File: src/rtl/bpu_pkg.sv
// bpu_pkg: shared types, widths and index hash for the
// branch-predictor table update path.
package bpu_pkg;

   localparam int IDX_W = 10;
   localparam int TAG_W = 8;
   localparam int ENTRY = 1 << IDX_W;

   typedef enum logic {
      ST_INIT = 1'b0,
      ST_RUN  = 1'b1
   } bpu_state_e;

   typedef struct packed {
      logic [IDX_W-1:0] idx;
      logic [TAG_W-1:0] tag;
      logic             taken;
      logic [31:0]      target;
   } bpu_upd_t;

   function automatic logic [IDX_W-1:0] bpu_idx(
      input logic [31:0] pc
   );
      return {pc[29:24] ^ pc[23:18] ^ pc[17:12] ^ pc[11:6],
              pc[5:2]};
   endfunction

   function automatic bpu_upd_t bpu_mk(
      input logic [31:0] pc,
      input logic        taken,
      input logic [31:0] target
   );
      bpu_upd_t e;
      e.idx    = bpu_idx(pc);
      e.tag    = pc[31:32-TAG_W];
      e.taken  = taken;
      e.target = target;
      return e;
   endfunction

endpackage

File: src/rtl/bpu_upd_fifo.sv
// bpu_upd_fifo: 2-write / 1-read synchronous FIFO of table updates.
// Writes land in order push0 then push1; occupancy is wptr - rptr.
module bpu_upd_fifo
   import bpu_pkg::*;
#(
   parameter int DEPTH = 8,
   localparam int AW   = $clog2(DEPTH)
) (
   input  logic        clk_i,
   input  logic        rst_ni,
   input  logic        flush_i,
   input  logic [1:0]  push_cnt_i,
   input  bpu_upd_t    push0_i,
   input  bpu_upd_t    push1_i,
   input  logic        pop_i,
   output bpu_upd_t    head_o,
   output logic [AW:0] occ_o
);

   bpu_upd_t    mem_q [DEPTH];
   logic [AW:0] wptr_q, wptr_d;
   logic [AW:0] rptr_q, rptr_d;
   logic [AW-1:0] wa0, wa1;

   assign wa0 = wptr_q[AW-1:0];
   assign wa1 = wa0 + 1'b1;

   always_ff @(posedge clk_i) begin
      if (push_cnt_i != 2'd0) mem_q[wa0] <= push0_i;
      if (push_cnt_i == 2'd2) mem_q[wa1] <= push1_i;
   end

   always_comb begin
      wptr_d = wptr_q + {{(AW-1){1'b0}}, push_cnt_i};
      rptr_d = rptr_q + {{AW{1'b0}}, pop_i};
      if (flush_i) begin
         wptr_d = '0;
         rptr_d = '0;
      end
   end

   always_ff @(posedge clk_i or negedge rst_ni) begin
      if (!rst_ni) begin
         wptr_q <= '0;
         rptr_q <= '0;
      end else begin
         wptr_q <= wptr_d;
         rptr_q <= rptr_d;
      end
   end

   assign occ_o  = wptr_q - rptr_q;
   assign head_o = mem_q[rptr_q[AW-1:0]];

endmodule

File: src/rtl/bpu_upd_sched.sv
// bpu_upd_sched: buffers EX branch resolutions and drains them to the
// BHT/BTB write port; sequences the invalidate sweep. Option: BPU_UPD_BYPASS_EN.
module bpu_upd_sched #(
   parameter int DEPTH = 8,
   parameter int IDX_W = 10,
   parameter int TAG_W = 8
) (
   input  logic             cpu_clk,
   input  logic             cpu_rstn,
   input  logic             clr_req,
   input  logic             ex_valid1,
   input  logic             ex_is_bj_1,
   input  logic [31:0]      ex_pc_1,
   input  logic             real_taken1,
   input  logic [31:0]      real_addr1,
   input  logic             ex_valid2,
   input  logic             ex_is_bj_2,
   input  logic [31:0]      ex_pc_2,
   input  logic             real_taken2,
   input  logic [31:0]      real_addr2,
   output logic             upd_ready,
   output logic             tbl_valid,
   input  logic             tbl_ready,
   output logic             tbl_clr,
   output logic [IDX_W-1:0] tbl_idx,
   output logic [TAG_W-1:0] tbl_tag,
   output logic             tbl_taken,
   output logic [31:0]      tbl_target,
   output logic             init_busy,
   output logic [15:0]      drop_cnt
);

   import bpu_pkg::*;

   localparam int AW = $clog2(DEPTH);
   localparam logic [AW:0] DEPTH_C = (AW+1)'(DEPTH);
   localparam logic [AW:0] TWO_C = (AW+1)'(2);
   localparam logic [IDX_W-1:0] SWEEP_MAX = '1;
   localparam int PT = bpu_pkg::TAG_W;

   bpu_state_e       state_q, state_d;
   logic [IDX_W-1:0] sweep_q, sweep_d;
   logic             vld_q, vld_d;
   logic             clr_q, clr_d;
   logic [IDX_W-1:0] idx_q, idx_d;
   logic [TAG_W-1:0] tag_q, tag_d;
   logic             tkn_q, tkn_d;
   logic [31:0]      tgt_q, tgt_d;
   logic             rdy_q, rdy_d;
   logic [15:0]      drop_q, drop_d;
   logic [16:0]      drop_sum;

   bpu_upd_t    e1, e2, s0, s1, f0, f1, head;
   logic        elig1, elig2, run, fits, accept, drop;
   logic        byp, byp_fire, load_en, direct, pop, f_empty;
   logic [1:0]  n_elig, s_cnt, f_cnt;
   logic [AW:0] occ, occ_nxt, free;

   assign e1 = bpu_mk(ex_pc_1, real_taken1, real_addr1);
   assign e2 = bpu_mk(ex_pc_2, real_taken2, real_addr2);

   // A taken slot 1 redirects fetch, so slot 2 is wrong-path.
   assign elig1  = ex_valid1 & ex_is_bj_1;
   assign elig2  = ex_valid2 & ex_is_bj_2 & ~(elig1 & real_taken1);
   assign n_elig = {1'b0, elig1} + {1'b0, elig2};

   assign run     = (state_q == ST_RUN);
   assign f_empty = (occ == '0);
   assign free    = DEPTH_C - occ;
   assign fits    = free >= {{(AW-1){1'b0}}, n_elig};
   assign accept  = run & ~clr_req & fits & (n_elig != 2'd0);
   assign drop    = run & ~clr_req & ~fits;
   assign load_en = run & (~vld_q | tbl_ready);

`ifdef BPU_UPD_BYPASS_EN
   assign byp = run & f_empty & ~vld_q & elig1 & ~clr_req;
`else
   assign byp = 1'b0;
`endif
   assign byp_fire = byp & tbl_ready;

   // Accepted entries in program order, minus any bypassed slot 1.
   always_comb begin
      s0    = byp_fire ? e2 : (elig1 ? e1 : e2);
      s1    = e2;
      s_cnt = 2'd0;
      if (accept) s_cnt = byp_fire ? n_elig - 2'd1 : n_elig;
   end

   // An idle output stage takes the first entry straight away.
   assign direct = load_en & f_empty & (s_cnt != 2'd0);
   assign f_cnt  = direct ? s_cnt - 2'd1 : s_cnt;
   assign f0     = direct ? s1 : s0;
   assign f1     = s1;

   bpu_upd_fifo #(.DEPTH(DEPTH)) u_fifo (
      .clk_i      (cpu_clk),
      .rst_ni     (cpu_rstn),
      .flush_i    (clr_req),
      .push_cnt_i (f_cnt),
      .push0_i    (f0),
      .push1_i    (f1),
      .pop_i      (pop),
      .head_o     (head),
      .occ_o      (occ)
   );

   always_comb begin
      state_d = state_q;
      sweep_d = sweep_q;
      vld_d   = vld_q;
      clr_d   = clr_q;
      idx_d   = idx_q;
      tag_d   = tag_q;
      tkn_d   = tkn_q;
      tgt_d   = tgt_q;
      pop     = 1'b0;
      if (clr_req) begin
         state_d = ST_INIT;
         sweep_d = '0;
         vld_d   = 1'b1;
         clr_d   = 1'b1;
         idx_d   = '0;
         tag_d   = '0;
         tkn_d   = 1'b0;
         tgt_d   = '0;
      end else if (state_q == ST_INIT) begin
         vld_d = 1'b1;
         clr_d = 1'b1;
         idx_d = sweep_q;
         if (vld_q && tbl_ready) begin
            if (sweep_q == SWEEP_MAX) begin
               state_d = ST_RUN;
               sweep_d = '0;
               vld_d   = 1'b0;
               clr_d   = 1'b0;
            end else begin
               sweep_d = sweep_q + 1'b1;
               idx_d   = sweep_q + 1'b1;
            end
         end
      end else if (load_en) begin
         clr_d = 1'b0;
         if (direct) begin
            vld_d = 1'b1;
            idx_d = s0.idx[IDX_W-1:0];
            tag_d = s0.tag[PT-1 -: TAG_W];
            tkn_d = s0.taken;
            tgt_d = s0.target;
         end else if (!f_empty) begin
            vld_d = 1'b1;
            idx_d = head.idx[IDX_W-1:0];
            tag_d = head.tag[PT-1 -: TAG_W];
            tkn_d = head.taken;
            tgt_d = head.target;
            pop   = 1'b1;
         end else begin
            vld_d = 1'b0;
         end
      end
   end

   always_comb begin
      occ_nxt  = occ + {{(AW-1){1'b0}}, f_cnt} - {{AW{1'b0}}, pop};
      if (clr_req) occ_nxt = '0;
      rdy_d    = ((DEPTH_C - occ_nxt) >= TWO_C) & (state_d == ST_RUN);
      drop_sum = {1'b0, drop_q} + {15'd0, n_elig};
      drop_d   = drop_q;
      if (drop) drop_d = drop_sum[16] ? 16'hFFFF : drop_sum[15:0];
   end

   always_ff @(posedge cpu_clk or negedge cpu_rstn) begin
      if (!cpu_rstn) begin
         state_q <= ST_INIT;
         sweep_q <= '0;
         vld_q   <= 1'b0;
         clr_q   <= 1'b0;
         idx_q   <= '0;
         tag_q   <= '0;
         tkn_q   <= 1'b0;
         tgt_q   <= '0;
         rdy_q   <= 1'b0;
         drop_q  <= '0;
      end else begin
         state_q <= state_d;
         sweep_q <= sweep_d;
         vld_q   <= vld_d;
         clr_q   <= clr_d;
         idx_q   <= idx_d;
         tag_q   <= tag_d;
         tkn_q   <= tkn_d;
         tgt_q   <= tgt_d;
         rdy_q   <= rdy_d;
         drop_q  <= drop_d;
      end
   end

   assign tbl_valid  = vld_q | byp;
   assign tbl_clr    = clr_q;
   assign tbl_idx    = byp ? e1.idx[IDX_W-1:0] : idx_q;
   assign tbl_tag    = byp ? e1.tag[PT-1 -: TAG_W] : tag_q;
   assign tbl_taken  = byp ? e1.taken : tkn_q;
   assign tbl_target = byp ? e1.target : tgt_q;
   assign upd_ready  = rdy_q;
   assign init_busy  = (state_q == ST_INIT);
   assign drop_cnt   = drop_q;

endmodule

File: config.mk
export PLATFORM = sky130hd
export DESIGN_NAME = bpu_upd_sched
export DESIGN_NICKNAME = d
export VERILOG_FILES = /design/src/rtl/bpu_pkg.sv /design/src/rtl/bpu_upd_fifo.sv /design/src/rtl/bpu_upd_sched.sv
export SDC_FILE = /design/constraint.sdc
export NUM_CORES = 1
export LEC_CHECK = 0
export CORE_ASPECT_RATIO = 1.5
export CORE_MARGIN = 4
export CORE_UTILIZATION = 52
export DETAILED_ROUTE_END_ITERATION = 10
export DONT_BUFFER_PORTS = 1
export PLACE_DENSITY = 0.68
export SLEW_MARGIN = 20
export SYNTH_ARGS = -nofsm -noshare
export SYNTH_HDL_FRONTEND = slang
export SYNTH_HIERARCHICAL = 1
export SYNTH_SLANG_ARGS = --single-unit
File: constraint.sdc
create_clock -name cpu_clk -period 17.55 [get_ports cpu_clk]
set_clock_uncertainty 0.2 [all_clocks]
set_input_delay 1.755 -clock cpu_clk [delete_from_list [all_inputs] [get_ports cpu_clk]]
set_output_delay 1.755 -clock cpu_clk [all_outputs]
set_load 0.1 [all_outputs]
==> metrics.txt <==
TNS Setup 0 ns; # hold bufs at CTS 0; endpoints failing hold 0; P_leak 10.2 nW; worst reg2reg path startpoint u_fifo/rptr_q[0]$_DFF_PN0_; Hold Path Stages 2; placed cell count 2548; leading cell type in the layout, fill and taps excluded edfxtp_1; drt first-iter violations 1285; Post-layout nets 2098; unrepaired setup endpoints after global routing no; CTS max path bufs 3; CTS tree done; reg-to-reg endpoint u_fifo/mem_q[5][42]$_DFFE_PP_; Std-Cell Rows 101; worst slew pin tran 1.08 ns; worst vdd ir 68.1 uV; # clock sinks 497; Reg2Reg Depth 19; uppermost layer routed met4; Ports 209; CP max FO 52; first-pass iteration count of the detailed router 5; global-route wire length before repair 108 mm; initial antenna violation count 0; hold worst-path end sweep_q[1]$_DFFE_PN0P_; antenna cells 0; Worst setup SP type primary input; met2 wire len 37.2 mm; Synth warnings 6; Num CTS Buffers 49; htree depth 2; CP required 17.54 ns; DRC 0; crit path capture type register; layout cells sized above 1 32.9%; Overflow after GRT 0; PwrDens 87.6 mW/mm^2; #FFs+latches synth 497; worst hold path type reg -> reg; Yosys cell types 69; Arrival @ worst endpoint 8.23 ns; Clock Tree Root clkbuf_16; period utilization 46.9%; Initial Utilization 52.8%; die area 0.0554 mm^2; Syn Inst Count 1974; Slew Limit Fails 0; Reg clk slew, reported paths 0.06 ns; EDFF count, synth 408; Total GRT Usage 25.2%; Syn Std Cell Area 0.0268 mm^2; area grow syn2layout 8.86%; synthesized area per cell 13.6 um^2; post-CTS sizing 0; fraction of registers with async set/reset 17.9%; met1 WL 27.7 mm; count of non-filler cells in the finished layout 2639; Detailed Route WL 71.3 mm; final RePlAce weighted congestion 0.816; Port Buffer Count 0; Worst R2R Setup Slack 9.74 ns; Crit Path Class in -> reg; # setup viols final 0; Final min period 8.24 ns; status complete, no violations; Seq/Total Area, Yosys 54.0%; vias in the first global route 17.4k; worst hold slack 0.363 ns; Avg Vias per Cell 6.31; most frequent cells in the layout 408 x edfxtp_1, 404 x mux2_2, 286 x nand2_1, 102 x mux4_2, 98 x a21oi_1; hpwl dp 39.5 mm; Core ar. 0.0508 mm^2; total vias in the final route 16.7k; hold_sp sweep_q[1]$_DFFE_PN0P_; Max Cap Viol 0; Main synth FF type edfxtp_1; setup bufs post-CTS 0; antenna-violating nets left 0; max_slew headroom 27.7%; f_max 121 MHz; Post-Syn Nets 2142; WL met3 4.57 mm; drt wl/cell 27.0 um; Clock Latency Late Sink 0.57 ns; Die W 193 um; largest net degree at the start of global routing 90; chip height 286 um
==> layout make-up <==
type,instances,area [um^2]
Fill cell,4129,21600
Multi-Input combinational cell,1320,11900
Timing Repair Buffer,28,210
Tap cell,669,837
Sequential cell,497,14500
Clock inverter,36,413
Inverter,34,129
Clock buffer,55,1270
==> flip-flops by register name, summed over array words and instances (netlist names) <==
| signal | cells |
|---|---|
| tbl_target | 32 |
| tbl_idx | 10 |
| tbl_clr | 1 |
| u_fifo/rptr_q | 4 |
| tbl_valid | 1 |
| tbl_tag | 8 |
| upd_ready | 1 |
| run | 1 |
| sweep_q | 10 |
| tbl_taken | 1 |
| u_fifo/mem_q | 408 |
| drop_cnt | 16 |
| u_fifo/wptr_q | 4 |
==> synth_stat cells (2+ instances only) <==
cell type,instances,area [um^2]
mux2_1,19,214
o22ai_1,2,12.5
a21o_1,7,52.6
xnor2_1,40,350
mux2i_1,45,450
a211o_1,3,26.3
nand4_2,2,25.0
o21ai_0,17,85.1
buf_1,20,75.1
and3_1,4,25.0
and2_1,4,25.0
mux2_2,404,4550
inv_1,32,120
a21oi_1,98,490
dfrtp_1,89,2230
clkbuf_1,34,128
o22a_1,4,35.0
nand2b_1,3,18.8
nor2_1,86,323
xnor2_2,2,32.5
o2bb2ai_1,2,17.5
ha_1,26,325
o31ai_1,3,22.5
buf_2,68,340
fa_1,4,80.1
or3_1,9,56.3
a211oi_1,2,15.0
o21bai_1,2,15.0
o211ai_1,44,330
a311oi_1,3,26.3
a31oi_1,9,56.3
nand3_1,18,90.1
xor2_1,18,158
mux4_2,102,2300
nor2b_1,5,31.3
nor3_1,10,50.1
edfxtp_1,408,12300
nand2_1,291,1090
nand4_1,5,31.3
==> worst max-delay path, stage by stage <==
cell      delay, ns
and2_1         0.64
nand2_1        0.10
and3_1         0.23
ha_1           0.36
ha_1           0.29
nand2b_1       0.19
a21oi_2        0.11
a311oi_1       0.45
nand2_1        0.17
ha_1           0.23
and3b_1        0.30
nand3_4        0.41
nor2_1         0.25
a31oi_1        0.09
inv_1          0.23
nor4b_2        0.43
nand2_4        0.65
o21ai_4        0.54
buf_4          0.73
==> how the worst max path moves through the flow <==
stage	start	end	slack, ns
finish	ex_valid1	u_fifo/mem_q[5][42]$_DFFE_PP_	9.31
global route	ex_valid1	u_fifo/mem_q[5][45]$_DFFE_PP_	8.87
CTS	ex_valid1	u_fifo/mem_q[5][48]$_DFFE_PP_	9.37
detailed placement	ex_valid1	u_fifo/mem_q[5][48]$_DFFE_PP_	8.81
global placement	ex_valid1	u_fifo/mem_q[5][29]$_DFFE_PP_	8.92
floorplan	ex_valid1	u_fifo/mem_q[0][0]$_DFFE_PP_	7.33
==> metal layers <==
layer  track usage [%]  vias up
met5                 0        -
met4              7.10        0
met3              4.03      113
met2              45.4      596
met1              31.6     8554
li1                  -     7387
==> where the power goes <==
| group | internal [mW] | switching, mW | total (mW) |
|---|---|---|---|
| sequential | 1.29 | 0.00364 | 1.29 |
| combinational | 0.0806 | 0.0740 | 0.155 |
| clock | 0.653 | 0.458 | 1.11 |
==> through the flow <==
step                total power, mW  util [%]  worst slack [ns]  cell area (um^2)
floorplan                      1.44         -              7.33             26800
finish                         2.56      57.5              9.31             29200
detailed placement             1.47      54.2              8.81             27500
global placement               1.46      54.2              8.92             27500
global route                   2.65      57.5              8.87             29200
CTS                            2.58      57.5              9.37             29200
==> logic make-up after synthesis <==
| group | share of synthesized area [%] |
|---|---|
| fa+ha+maj | 1.51 |
| mux | 28.0 |
| simple gates | 7.07 |
| flops | 54.0 |
| xor+xnor | 2.08 |
| compound gates | 4.86 |
| buf+inv | 2.53 |
No activity file was read; power rests on OpenSTA's default activity.
